File: src/rtl/data_cache_arbiter.sv
// Round-robin arbiter sharing the single data-cache BRAM port among NUM_REQ requesters.
// Supports bounded lock bursts and routes read data back to the requester that issued the read.
module data_cache_arbiter #(
  parameter int NUM_REQ      = 4,
  parameter int DATA_WIDTH   = 16,
  parameter int DATA_DEPTH   = 4096,
  parameter int READ_LATENCY = 2,
  parameter int MAX_LOCK     = 4,
  localparam int ADDR_W      = $clog2(DATA_DEPTH)
) (
  input  logic                          clk_in,
  input  logic                          rst_in,
  input  logic [NUM_REQ-1:0]            req_valid_in,
  output logic [NUM_REQ-1:0]            req_ready_out,
  input  logic [NUM_REQ-1:0]            req_we_in,
  input  logic [NUM_REQ-1:0]            req_lock_in,
  input  logic [NUM_REQ*ADDR_W-1:0]     req_addr_in,
  input  logic [NUM_REQ*DATA_WIDTH-1:0] req_wdata_in,
  output logic [NUM_REQ-1:0]            rsp_valid_out,
  output logic [DATA_WIDTH-1:0]         rsp_data_out,
  output logic                          bram_en_out,
  output logic                          bram_we_out,
  output logic [ADDR_W-1:0]             bram_addr_out,
  output logic [DATA_WIDTH-1:0]         bram_din_out,
  input  logic [DATA_WIDTH-1:0]         bram_dout_in
);

  localparam int ID_W  = (NUM_REQ > 1) ? $clog2(NUM_REQ) : 1;
  localparam int CNT_W = (MAX_LOCK > 1) ? $clog2(MAX_LOCK) : 1;
  localparam logic [NUM_REQ-1:0] ONE_HOT_0 = NUM_REQ'(1'b1);

  logic [ID_W-1:0]         ptr_r;
  logic [CNT_W-1:0]        lock_cnt_r;
  logic [ID_W-1:0]         cand_s;
  logic                    take_s;
  logic                    grant_vld_s;
  logic                    grant_ok_s;
  logic [ID_W-1:0]         grant_id_s;
  logic [CNT_W-1:0]        eff_cnt_s;
  logic                    keep_s;
  logic [READ_LATENCY-1:0] pipe_vld_r;
  logic [ID_W-1:0]         pipe_id_r [READ_LATENCY];
  logic [NUM_REQ-1:0]      rsp_valid_r;
  logic [DATA_WIDTH-1:0]   rsp_data_r;

  // Modular increment of a requester index without relying on power-of-two wrap.
  function automatic logic [ID_W-1:0] wrap_add(input logic [ID_W-1:0] base, input int unsigned off);
    int unsigned sum;
    sum = 32'(base) + off;
    if (sum >= 32'(NUM_REQ)) begin
      sum = sum - 32'(NUM_REQ);
    end else begin
      sum = sum;
    end
    return sum[ID_W-1:0];
  endfunction

  // Search requesters starting at ptr; first valid one wins.
  always_comb begin
    grant_vld_s = 1'b0;
    grant_id_s  = '0;
    cand_s      = '0;
    take_s      = 1'b0;
    for (int k = 0; k < NUM_REQ; k++) begin
      cand_s      = wrap_add(ptr_r, unsigned'(k));
      take_s      = ~grant_vld_s & req_valid_in[cand_s];
      grant_id_s  = take_s ? cand_s : grant_id_s;
      grant_vld_s = grant_vld_s | take_s;
    end
  end

  // Grant and BRAM port mux; reset forces the port idle even with requests pending.
  always_comb begin
    grant_ok_s    = grant_vld_s & rst_in;
    req_ready_out = grant_ok_s ? (ONE_HOT_0 << grant_id_s) : '0;
    bram_en_out   = grant_ok_s;
    bram_we_out   = grant_ok_s & req_we_in[grant_id_s];
    bram_addr_out = req_addr_in[grant_id_s*ADDR_W +: ADDR_W];
    bram_din_out  = req_wdata_in[grant_id_s*DATA_WIDTH +: DATA_WIDTH];
    // A running lock count only belongs to the requester currently holding ptr.
    eff_cnt_s     = (grant_id_s == ptr_r) ? lock_cnt_r : '0;
    keep_s        = req_lock_in[grant_id_s] & ((32'(eff_cnt_s) + 32'd1) < 32'(MAX_LOCK));
  end

  // Priority pointer and lock burst counter.
  always_ff @(posedge clk_in or negedge rst_in) begin
    if (!rst_in) begin
      ptr_r      <= '0;
      lock_cnt_r <= '0;
    end else if (grant_ok_s) begin
      if (keep_s) begin
        ptr_r      <= grant_id_s;
        lock_cnt_r <= eff_cnt_s + CNT_W'(1'b1);
      end else begin
        ptr_r      <= wrap_add(grant_id_s, 32'd1);
        lock_cnt_r <= '0;
      end
    end else begin
      ptr_r      <= ptr_r;
      lock_cnt_r <= lock_cnt_r;
    end
  end

  // Read tag pipeline aligned with the BRAM read latency.
  always_ff @(posedge clk_in or negedge rst_in) begin
    if (!rst_in) begin
      pipe_vld_r <= '0;
      for (int i = 0; i < READ_LATENCY; i++) begin
        pipe_id_r[i] <= '0;
      end
    end else begin
      pipe_vld_r[0] <= grant_ok_s & ~bram_we_out;
      pipe_id_r[0]  <= grant_id_s;
      for (int i = 1; i < READ_LATENCY; i++) begin
        pipe_vld_r[i] <= pipe_vld_r[i-1];
        pipe_id_r[i]  <= pipe_id_r[i-1];
      end
    end
  end

  // Registered response strobe; data holds between responses.
  always_ff @(posedge clk_in or negedge rst_in) begin
    if (!rst_in) begin
      rsp_valid_r <= '0;
      rsp_data_r  <= '0;
    end else if (pipe_vld_r[READ_LATENCY-1]) begin
      rsp_valid_r <= ONE_HOT_0 << pipe_id_r[READ_LATENCY-1];
      rsp_data_r  <= bram_dout_in;
    end else begin
      rsp_valid_r <= '0;
      rsp_data_r  <= rsp_data_r;
    end
  end

  assign rsp_valid_out = rsp_valid_r;
  assign rsp_data_out  = rsp_data_r;

endmodule
File: config.mk
export PLATFORM = sky130hd
export DESIGN_NAME = data_cache_arbiter
export DESIGN_NICKNAME = d
export VERILOG_FILES = /design/src/rtl/data_cache_arbiter.sv
export SDC_FILE = /design/constraint.sdc
export NUM_CORES = 1
export LEC_CHECK = 0
export CAP_MARGIN = 15
export CELL_PAD_IN_SITES_DETAIL_PLACEMENT = 0
export CELL_PAD_IN_SITES_GLOBAL_PLACEMENT = 1
export CORE_AREA = 2 2 80 140
export CTS_CLUSTER_SIZE = 14
export DETAILED_ROUTE_END_ITERATION = 8
export DIE_AREA = 0 0 82 142
export PLACE_DENSITY_LB_ADDON = 0.3
export SYNTH_ARGS = -nofsm -noshare
export SYNTH_HDL_FRONTEND = slang
export SYNTH_SLANG_ARGS = --single-unit
File: constraint.sdc
create_clock -name clk_in -period 3.1 [get_ports clk_in]
set_input_delay 0.31 -clock clk_in [delete_from_list [all_inputs] [get_ports clk_in]]
set_output_delay 0.31 -clock clk_in [all_outputs]
set_load 0.05 [all_outputs]
==> summary.md <==
| Metric | Value |
|---|---|
| Number of maximum-capacitance constraint violations | `0` |
| Largest driver fanout on the critical path | `28` |
| Transition at the pin with the smallest max-transition slack | `739 ps` |
| Worst vdd ir | `0.477 mV` |
| Synth-to-layout area growth | `100%` |
| R2r setup slk | `860 ps` |
| Global-route wire length before repair | `13.7 mm` |
| Gp weighted congestion | `0.794` |
| Crit Reg-Reg Startpoint | `ptr_r[1]$_DFFE_PN0P_` |
| Fin. Hold Viols | `0` |
| Largest area contributor in the netlist | `dfrtp_1` |
| Largest cells by area after synthesis | `dfrtp_1 (33%), nand2_1 (19%), mux2_2 (8.5%)` |
| Yosys top cell area share | `0.332` |
| Critical Path AT | `2590 ps` |
| Port bufs | `195` |
| Vias in the first global route | `3006` |
| Worst-case setup margin in the final layout | `203 ps` |
| Final Critical Period | `2900 ps` |
| Die footprint | `11600 um^2` |
| Final worst clock skew | `1.77 ps` |
| Number of sinks driven by the clock tree | `30` |
| Destination of the worst hold path | `pipe_id_r[0]$_DFF_PN0_` |
| Adder and majority cell fraction of the synthesized area | `0.0276` |
| Cell count of the worst hold path | `0` |
| Crit. End Element | `output port` |
| Drt initial violations | `98` |
| Maximum number of pins on one net before global-route repair | `31` |
| Antenna Diode Count | `0` |
| Antenna-violating nets left | `0` |
| Die Ht | `142 um` |
| Max-slew violation count | `0` |
| H-Tree Level Count | `2` |
| End of the worst register-to-register path | `ptr_r[1]$_DFFE_PN0P_` |
| CTS Buffer Depth | `2` |
| Total number of nets in the final design | `647` |
| CTS Root Cell | `clkbuf_16` |
| Number of antenna violations at the first check in global routing | `0` |
| Power per Cell Area | `1010 nW/um^2` |
| Simple-Gate Fraction of Synth Area | `0.362` |
| Die X | `82 um` |
| Num CTS Buffers | `5` |
| Core region area | `10500 um^2` |
| HP Start | `pipe_id_r[2]$_DFF_PN0_` |
| Remaining global-route overflow | `0` |
| Required time reported for the critical path endpoint | `2790 ps` |
| PnR Total Power | `0.00460 W` |
| HPWL Detailed | `7.27 mm` |
| Setup Viol. Count Final | `0` |
| Mean number of vias per cell | `4.63` |
| Io pins | `196` |
| Wirelength, routed | `8.79 mm` |
| Main combinational cell family by area after synthesis | `simple AND/OR/NAND/NOR gates` |
| Row Count | `50` |
| Number of library cell types mapped by synthesis | `36` |
| Flop and latch count out of synthesis | `30` |
| Total Negative Setup Slacks | `0 ps` |
| LEAKAGE | `2.01 nW` |
| Final Cycle Share | `0.935` |
| First-pass iteration count of the detailed router | `4` |
| Setup repair after global routing missed its margin | `no` |
| Warning count from the yosys run | `0` |
| Fraction of the yosys area taken by sequential cells | `0.332` |
| Initial core utilization | `0.215` |
| Count of vias placed by the detailed router | `2919` |
| FF-to-FF path depth | `8` |
| Peak clock frequency supported by timing | `0.345 GHz` |
| Multiplexer area fraction after synthesis | `0.0978` |
| Synth Area per Inst | `7.47 um^2` |
| Synth Instances | `303` |
| WS Path Type | `in -> out` |
| Clock tree from TritonCTS | `built` |
| Crit start category | `input port` |
| Min-Delay Path Class | `reg -> reg` |
| Tot GR Track Use | `0.148` |
| Remaining routing DRC violations | `0` |
| Post-detailed-route wirelength per cell | `13.9 um` |
| Tightest slew margin relative to the limit | `0.508` |
| Share of layout cells above drive strength 1 | `0.168` |
| Pre-CTS worst setup slack | `160 ps` |
| Compound-cell area share of the yosys netlist | `0.135` |
| Share of the synthesized netlist area taken by xor and xnor gates | `0` |
| Final-layout fill cell count | `1119` |
| Mapped Area | `2260 um^2` |
| Clock-pin slew reported for the worst setup and hold paths after clock tree synthesis | `50 ps` |
| Post-Syn Nets | `450` |
| Cts hold-fix bufs | `0` |
| Clock Latency Late Sink | `270 ps` |
| Run status | `completed` |
==> worst max path at each step <==
stage	startpoint	to	slack, ps	cells after the start
6_report	req_valid_in[1]	bram_din_out[6]	200	9
5_1_grt	req_valid_in[2]	bram_din_out[2]	20	10
4_1_cts	req_valid_in[2]	bram_din_out[5]	150	9
3_5_place_dp	req_valid_in[1]	bram_din_out[5]	160	9
3_3_place_gp	req_valid_in[2]	bram_din_out[10]	180	10
2_1_floorplan	ptr_r[1]$_DFFE_PN0P_	bram_addr_out[0]	250	7
==> layer usage <==
layer | track usage | vias to the layer above | routed length [um]
li1 | - | 1436 | -
met5 | 0 | - | 0
met1 | 0.143 | 1348 | 2940
met3 | 0.0254 | 13 | 556
met4 | 0.0439 | 0 | 168
met2 | 0.300 | 122 | 5120
==> flip-flops by register name (all words and copies together) (netlist names) <==
| signal | count |
|---|---|
| rsp_data_out | 16 |
| pipe_vld_r | 2 |
| rsp_valid_out | 4 |
| lock_cnt_r | 2 |
| ptr_r | 2 |
| pipe_id_r | 4 |
==> worst max-delay path, stage by stage <==
cell and delay, ps:
clkdlybuf4s50_1 520, nor2_1 120, or4_1 610, nand2_2 170, buf_12 190, nand2_1 60, and3_1 150, a31oi_1 200
buf_4 240
==> placed cells by master (no fill, tap or decap), types with 8 or more instances in the layout <==
cell,Yosys,routed
nor2_1,9,8
buf_4,1,44
clkdlybuf4s50_1,0,161
nand2_1,116,116
mux2_2,17,17
and3_1,30,30
a31oi_1,28,28
dfrtp_1,30,30
==> Yosys cell counts, drive strengths merged <==
cell and number:
ha 5, o211ai 1, o311ai 1, buf 7, dfrtp 30, o31ai 1
o21ai 2, inv 3, nor2b 6, or4b 1, a32o 1, nor4 4
mux2 17, nor2 9, nor3 3, a21oi 3, nand2 117, nor3b 1
o41ai 1, clkinv 1, and2 5, a31oi 28, mux2i 3, a311oi 2
nand3 1, o32a 1, or4 1, a21boi 1, nand2b 2, clkbuf 14
and3 30, a21o 1
==> cell families (layout without fill, tap and decap cells) <==
logic type,after synthesis,after routing
AND/OR/NAND/NOR,180,180
adder cells (fa/ha/maj),5,5
AO/OA/AOI/OAI,43,43
flip-flops,30,30
buffers and inverters,25,223
multiplexers,20,20
==> repair_timing <==
action | 4_1_cts | 5_1_grt
gates resized for setup | 0 | 4
endpoints found under the setup margin | 0 | 5
setup buffers | 0 | 0
==> layout make-up <==
| class | count | area [um^2] | area share |
|---|---|---|---|
| Sequential cell | 30 | 751 | 0.165 |
| Tap cell | 130 | 163 | 0.0359 |
| Inverter | 4 | 15.0 | 0.00331 |
| Timing Repair Buffer | 211 | 2040 | 0.451 |
| Clock inverter | 2 | 12.5 | 0.00276 |
| Clock buffer | 6 | 139 | 0.0306 |
| Multi-Input combinational cell | 248 | 1410 | 0.311 |
==> stage by stage <==
stage,hold WS (ps),cell area [um^2],utilization,cells
after floorplan,14.4,2260,-,303
after global placement,333,4370,0.416,623
after detailed placement,337,4370,0.416,623
after CTS,349,4520,0.430,631
after global routing,350,4540,0.432,631
final,346,4540,0.432,631
==> report_power, final <==
| part | internal (W) | switching, W | leakage [nW] |
|---|---|---|---|
| Sequential | 0.000562 | 0.000122 | 0.367 |
| Clock | 0.000316 | 0.000157 | 0.0729 |
| Combinational | 0.00124 | 0.00221 | 1.57 |
| Total | 0.00212 | 0.00248 | 2.01 |
Power figures use the tool's default switching activity.
